`src/rtl/kbd_pkg.sv`:
```
// Shared definitions for the PS/2 keyboard peripheral: receiver states,
// register offsets and STATUS field positions.
package kbd_pkg;

    typedef enum logic [1:0] {
        IDLE,
        DATA,
        PARITY,
        STOP
    } rx_state_t;

    localparam logic [3:0] KBD_DATA_OFS   = 4'h0;
    localparam logic [3:0] KBD_STATUS_OFS = 4'h4;

    localparam int ST_EMPTY = 0;
    localparam int ST_FULL  = 1;
    localparam int ST_OVF   = 2;
    localparam int ST_ERR   = 3;

endpackage

```
`src/rtl/sync_fifo.sv`:
```
// Single-clock FIFO with a combinational head output. A push into a full
// FIFO is accepted only when a pop happens in the same cycle.
module sync_fifo #(
    parameter int WIDTH = 8,
    parameter int DEPTH = 8
) (
    input  logic             clk,
    input  logic             rst,
    input  logic             push,
    input  logic             pop,
    input  logic [WIDTH-1:0] din,
    output logic [WIDTH-1:0] dout,
    output logic             full,
    output logic             empty
);

    localparam int AW = $clog2(DEPTH);

    logic [WIDTH-1:0] mem [DEPTH];
    logic [AW:0]      wr_ptr;
    logic [AW:0]      rd_ptr;
    logic             do_push;
    logic             do_pop;

    assign empty   = (wr_ptr == rd_ptr);
    assign full    = (wr_ptr[AW-1:0] == rd_ptr[AW-1:0]) && (wr_ptr[AW] != rd_ptr[AW]);
    assign do_pop  = pop & ~empty;
    assign do_push = push & (~full | do_pop);
    assign dout    = mem[rd_ptr[AW-1:0]];

    always_ff @(posedge clk or posedge rst) begin
        if (rst) begin
            wr_ptr <= '0;
            rd_ptr <= '0;
        end else begin
            if (do_push) wr_ptr <= wr_ptr + 1'b1;
            if (do_pop)  rd_ptr <= rd_ptr + 1'b1;
        end
    end

    // When full, push+pop writes the slot being popped; the head was already read out.
    always_ff @(posedge clk) begin
        if (do_push) mem[wr_ptr[AW-1:0]] <= din;
    end

endmodule

```
`src/rtl/ps2_kbd.sv`:
```
// PS/2 keyboard receiver with scan-code FIFO and CPU register window.
// Optional odd-parity checking is enabled by defining KBD_PARITY_CHECK_EN.
module ps2_kbd
    import kbd_pkg::*;
#(
    parameter int FIFO_DEPTH     = 8,
    parameter int SYNC_STAGES    = 2,
    parameter int TIMEOUT_CYCLES = 50000
) (
    input  logic        clk,
    input  logic        rst,
    input  logic        ps2_clk,
    input  logic        ps2_data,
    input  logic        sel,
    input  logic        re,
    input  logic [3:0]  addr,
    output logic [31:0] dout
);

    localparam int TW = $clog2(TIMEOUT_CYCLES + 1);

    logic [SYNC_STAGES-1:0] clk_sync;
    logic [SYNC_STAGES-1:0] data_sync;
    logic                   clk_prev;
    logic                   fall;
    logic                   data_bit;

    rx_state_t state;
    rx_state_t next;
    logic [2:0]    cnt;
    logic [7:0]    shreg;
    logic [TW-1:0] tmr;
    logic          push;
    logic          pop;
    logic          clr;
    logic          ovf;
    logic          err;
    logic          full;
    logic          empty;
    logic [7:0]    head;
    logic [3:0]    status;

    // Lines idle high, so reset the synchronizers to 1 to avoid a false edge.
    always_ff @(posedge clk or posedge rst) begin
        if (rst) begin
            clk_sync  <= '1;
            data_sync <= '1;
            clk_prev  <= 1'b1;
        end else begin
            clk_sync[0]  <= ps2_clk;
            data_sync[0] <= ps2_data;
            for (int i = 1; i < SYNC_STAGES; i++) begin
                clk_sync[i]  <= clk_sync[i-1];
                data_sync[i] <= data_sync[i-1];
            end
            clk_prev <= clk_sync[SYNC_STAGES-1];
        end
    end

    assign fall     = clk_prev & ~clk_sync[SYNC_STAGES-1];
    assign data_bit = data_sync[SYNC_STAGES-1];

`ifdef KBD_PARITY_CHECK_EN
    logic par;
    logic frame_err;

    always_ff @(posedge clk or posedge rst) begin
        if (rst)                         par <= 1'b0;
        else if (fall && state == PARITY) par <= data_bit;
    end
`endif

    always_ff @(posedge clk or posedge rst) begin
        if (rst) state <= IDLE;
        else     state <= next;
    end

    always_comb begin
        next = state;
        push = 1'b0;
`ifdef KBD_PARITY_CHECK_EN
        frame_err = 1'b0;
`endif
        if (state != IDLE && !fall && tmr == TW'(TIMEOUT_CYCLES - 1)) begin
            next = IDLE;
        end else if (fall) begin
            case (state)
                IDLE:   if (!data_bit) next = DATA;
                DATA:   if (cnt == 3'd7) next = PARITY;
                PARITY: next = STOP;
                STOP: begin
                    next = IDLE;
`ifdef KBD_PARITY_CHECK_EN
                    // Odd parity: data bits plus parity bit hold an odd number of ones.
                    if (data_bit && (^{shreg, par})) push = 1'b1;
                    else                             frame_err = 1'b1;
`else
                    push = data_bit;
`endif
                end
                default: next = IDLE;
            endcase
        end
    end

    always_ff @(posedge clk or posedge rst) begin
        if (rst) begin
            cnt   <= '0;
            shreg <= '0;
            tmr   <= '0;
        end else begin
            tmr <= (fall || state == IDLE) ? '0 : tmr + 1'b1;
            if (fall) begin
                case (state)
                    IDLE: cnt <= '0;
                    DATA: begin
                        shreg <= {data_bit, shreg[7:1]};
                        cnt   <= cnt + 1'b1;
                    end
                    default: ;
                endcase
            end
        end
    end

    assign pop = sel & re & (addr == KBD_DATA_OFS) & ~empty;
    assign clr = sel & re & (addr == KBD_STATUS_OFS);

    sync_fifo #(
        .WIDTH (8),
        .DEPTH (FIFO_DEPTH)
    ) u_fifo (
        .clk   (clk),
        .rst   (rst),
        .push  (push),
        .pop   (pop),
        .din   (shreg),
        .dout  (head),
        .full  (full),
        .empty (empty)
    );

    // Sticky bits: a set in the same cycle as a clear wins.
    always_ff @(posedge clk or posedge rst) begin
        if (rst) ovf <= 1'b0;
        else     ovf <= (push & full & ~pop) | (ovf & ~clr);
    end

`ifdef KBD_PARITY_CHECK_EN
    always_ff @(posedge clk or posedge rst) begin
        if (rst) err <= 1'b0;
        else     err <= frame_err | (err & ~clr);
    end
`else
    assign err = 1'b0;
`endif

    always_comb begin
        status           = '0;
        status[ST_EMPTY] = empty;
        status[ST_FULL]  = full;
        status[ST_OVF]   = ovf;
        status[ST_ERR]   = err;
    end

    always_comb begin
        dout = '0;
        case (addr)
            KBD_DATA_OFS:   dout = {23'b0, ~empty, (empty ? 8'h00 : head)};
            KBD_STATUS_OFS: dout = {28'b0, status};
            default:        dout = '0;
        endcase
    end

endmodule

```
`config.mk`:
```
export PLATFORM = sky130hd
export DESIGN_NAME = ps2_kbd
export DESIGN_NICKNAME = d
export VERILOG_FILES = /design/src/rtl/kbd_pkg.sv /design/src/rtl/sync_fifo.sv /design/src/rtl/ps2_kbd.sv
export SDC_FILE = /design/constraint.sdc
export NUM_CORES = 1
export LEC_CHECK = 0
export BUFFER_PORTS_ARGS = -buffer_cell sky130_fd_sc_hd__buf_2
export CORE_MARGIN = 4
export CORE_UTILIZATION = 40
export CTS_BUF_LIST = sky130_fd_sc_hd__clkbuf_2 sky130_fd_sc_hd__clkbuf_4 sky130_fd_sc_hd__clkbuf_8
export CTS_CLUSTER_DIAMETER = 30
export DETAILED_ROUTE_END_ITERATION = 8
export GPL_ROUTABILITY_DRIVEN = 1
export PLACE_DENSITY = 0.53
export SETUP_SLACK_MARGIN = 0.02
export SYNTH_ARGS = -nofsm -noshare
export SYNTH_HDL_FRONTEND = slang
export SYNTH_SLANG_ARGS = --single-unit
```
`constraint.sdc`:
```
create_clock -name clk -period 3 [get_ports clk]
set_input_delay 0.45 -clock clk [delete_from_list [all_inputs] [get_ports clk]]
set_output_delay 0.45 -clock clk [all_outputs]
set_load 0.05 [all_outputs]
```
==> impl_metrics.py <==
metrics = {
    "sta": {
        "drv_slew": 0,
        "rsz0062_at_grt": "false",
        "tightestPinTransition_ps": 1120,
        "slew_headroom_pct": 24.4,
        "finClkSkew_ps": 15.5,
        "fin_crit_sh_pct": 85.9,
        "setup_viol": 0,
        "fin_tns_setup_ps": 0,
        "timing.final.crit_period_ps": 2580,
        "max_freq_mhz": 388,
        "hold_viol_final": 0,
        "worst_hold_slack_ps": 181,
    },
    "final_layout": {
        "syn2layout_area_growth_pct": 9.08,
        "num-fill-cells": 1037,
        "layout.nets": 366,
        "final_util_pct": 44.7,
        "final_cells": 494,
        "n_antenna_cell": 0,
        "drive_above_1_share_pct": 23.6,
    },
    "power_and_ir_drop": {
        "p_clk_share_pct": 26.7,
        "intPower_uw": 2390,
        "vdd_ir_drop_max_mv": 0.285,
        "p_leak_uw": 0.00196,
        "p_comb_share_pct": 16.7,
        "net-switching-power_uw": 1040,
        "swShare_pct": 30.4,
        "power_frac_seq_pct": 56.6,
        "total_power_uw": 3440,
        "power.density_nw_per_um2": 672,
    },
    "floorplan": {
        "core_um2": 11400,
        "core.rowCount": 39,
        "die_h_um": 116,
        "dieArea_um2": 13500,
        "start_util_pct": 41.0,
        "io_pins": 42,
        "fp.dieW_um": 116,
    },
    "logic_synthesis": {
        "async_reset_ff_share_pct": 40.2,
        "syn_inst": 319,
        "synth_mux_area_share_pct": 12.0,
        "yosys.area_share.simple_pct": 9.03,
        "synthAdderAreaFrac_pct": 2.67,
        "yosysTopAreaCell": "edfxtp_1",
        "ys_top_cells_by_count": "edfxtp_1, dfrtp_1, buf_4",
        "synth.most_common_cell": "edfxtp_1",
        "synth_area_leaders": "edfxtp_1, dfrtp_1, mux4_2, buf_4, dfstp_2",
        "synth_top_family_by_area": "multiplexers",
        "synth_top_area_share_pct": 41.0,
        "synth-compound-area-share_pct": 3.10,
        "synth_edf_count": 64,
        "synth_xor_area_share_pct": 3.55,
        "synth_top_flop_cell": "edfxtp_1",
        "synth_area_per_cell_um2": 14.7,
        "synth.ff_latch_count": 107,
        "syn_area_um2": 4680,
        "ys_types": 42,
        "yosysWarnings": 0,
        "ys_seq_area_share_pct": 64.1,
    },
    "global_route": {
        "gr-total-overflow": 0,
        "antenna_found_initial": 0,
        "grt_max_degree": 44,
        "grt_use_met2_pct": 20.6,
        "grt_busiest_layer": "met2",
        "grt_pass1_wl_um": 13800,
        "grt_util_met1_pct": 19.1,
        "track_usage_pct": 13.2,
        "use_met3_pct": 3.26,
        "first_global_vias": 2509,
    },
    "worst_setup_path": {
        "r2r_cells": 4,
        "end_kind": "primary output",
        "cp_slowest_cell": "mux4_2",
        "path_buf_inv": 2,
        "critPathKind": "reg2out",
        "slowest_delay_ps": 560,
        "ff2ff_setup_slack_ps": 520,
        "cp.arrival_ps": 2130,
        "worstSetupStartpointType": "flip-flop",
        "critPathMaxFanout": 19,
        "crit_chain": "buf_4, mux4_2, mux2i_1, o22ai_1, buf_2",
        "path_delay_family": "multiplexers",
        "crit_required_ps": 2550,
        "crit_cells": 5,
    },
    "clock_tree": {
        "clock_path_buffers": 2,
        "cts_resized": 0,
        "htreeDepth": 3,
        "cts_setup_buffers": 0,
        "numCtsBuffers": 9,
        "cts_root_buf": "clkbuf_8",
        "cts.reportedPaths.clkPinSlew_ps": 110,
        "cts_sinks": 107,
        "clock_latency_ps": 370,
        "ctsHoldBuffers": 0,
        "cts_tree": "done",
    },
    "detailed_routing": {
        "wl_per_cell_um": 16.5,
        "dr.first_iter.drc_count": 116,
        "drc": 0,
        "drt_first_pass_iters": 4,
        "drt_wl_total_um": 8170,
        "vias": 2467,
        "viasPerCell": 4.99,
        "antenna_left": 0,
    },
    "job": {
        "maxCapViolations": 0,
    },
    "min_path": {
        "hold_depth": 1,
        "hold_class": "in2reg",
    },
    "place": {
        "port_buffers": 18,
        "dp_hpwl_um": 5610,
        "place_inst": 478,
        "gp_congestion": 0.737,
    },
    "status": {
        "status": "finished, final reports clean",
    },
}
-- worst paths after layout --
path | to | from
worst min register to register | clk_sync[1] | clk_sync[0]
worst max register to register | u_fifo.mem[4][3] | clk_prev
worst max-delay path | dout[0] | u_fifo.rd_ptr[1]
max in group asynchronous | shreg[6] | rst
worst min-delay path | clk_sync[0] | ps2_clk
min in group asynchronous | ovf | rst
-- layout by cell type (no fill, tap or decap), types with 2 or more instances in the layout --
master       n
o22ai_1      3
clkbuf_8     9
a32o_1       2
and3_1       5
nor4_1       4
ha_1        10
buf_4       11
or3_1        2
xnor2_1     12
mux2_2      10
nand4_1      6
mux4_2      16
clkinvlp_4   3
a211o_1      2
edfxtp_1    64
nor2_1      22
dfstp_2      5
mux2i_1      9
a21oi_1      4
o211ai_1     3
conb_1      23
inv_1        7
inv_8        2
nand3_1      6
nor2b_1      2
o21ai_0      5
dfrtp_1     38
xor2_1       7
nand2_1     16
nand2b_1     3
nor3_1       6
buf_2       18
-- layout make-up --
cell class	instances	area [um2]	area share, %
tap	143	179	3.50
multi-input combinational	191	1520	29.7
clock buffer	9	124	2.42
inverter	8	30.0	0.588
timing repair buffer	29	173	3.38
clock inverter	7	83.8	1.64
sequential	107	3000	58.8
-- per-stage QoR --
stage	worst slack, ps	instance area, um2
2_1_floorplan	447	4770
3_3_place_gp	454	4900
3_5_place_dp	331	4900
4_1_cts	355	5110
5_1_grt	263	5110
6_report	422	5110
-- power by group through the flow --
stage	Sequential, uW	Combinational, uW	Clock [uW]
2_1_floorplan	1880	534	0
3_3_place_gp	1980	579	0
3_5_place_dp	1980	591	0
4_1_cts	1950	592	948
5_1_grt	1980	648	1020
6_report	1940	575	918
-- metal layers --
metal / up-vias / wire, um
met5: - / 0
met4: 0 / 63
met3: 6 / 353
met2: 48 / 3740
met1: 1232 / 4010
li1: 1181 / -
-- cells by family after synthesis --
| logic type | after synthesis |
|---|---|
| AOI/OAI and AO/OA | 22 |
| xor gates and xnor gates | 19 |
| DFF | 107 |
| muxes | 35 |
| other | 1 |
| buffers and inverters | 43 |
| adders and majority gates | 10 |
| and+or+nand+nor | 82 |
-- registers in the layout, summed over array words and instances (netlist names) --
signal         flops
u_fifo.mem        64
tmr               16
shreg              8
u_fifo.rd_ptr      4
u_fifo.wr_ptr      4
cnt                3
clk_sync           2
data_sync          2
state              2
clk_prev           1
ovf                1
Power figures use the tool's default switching activity.
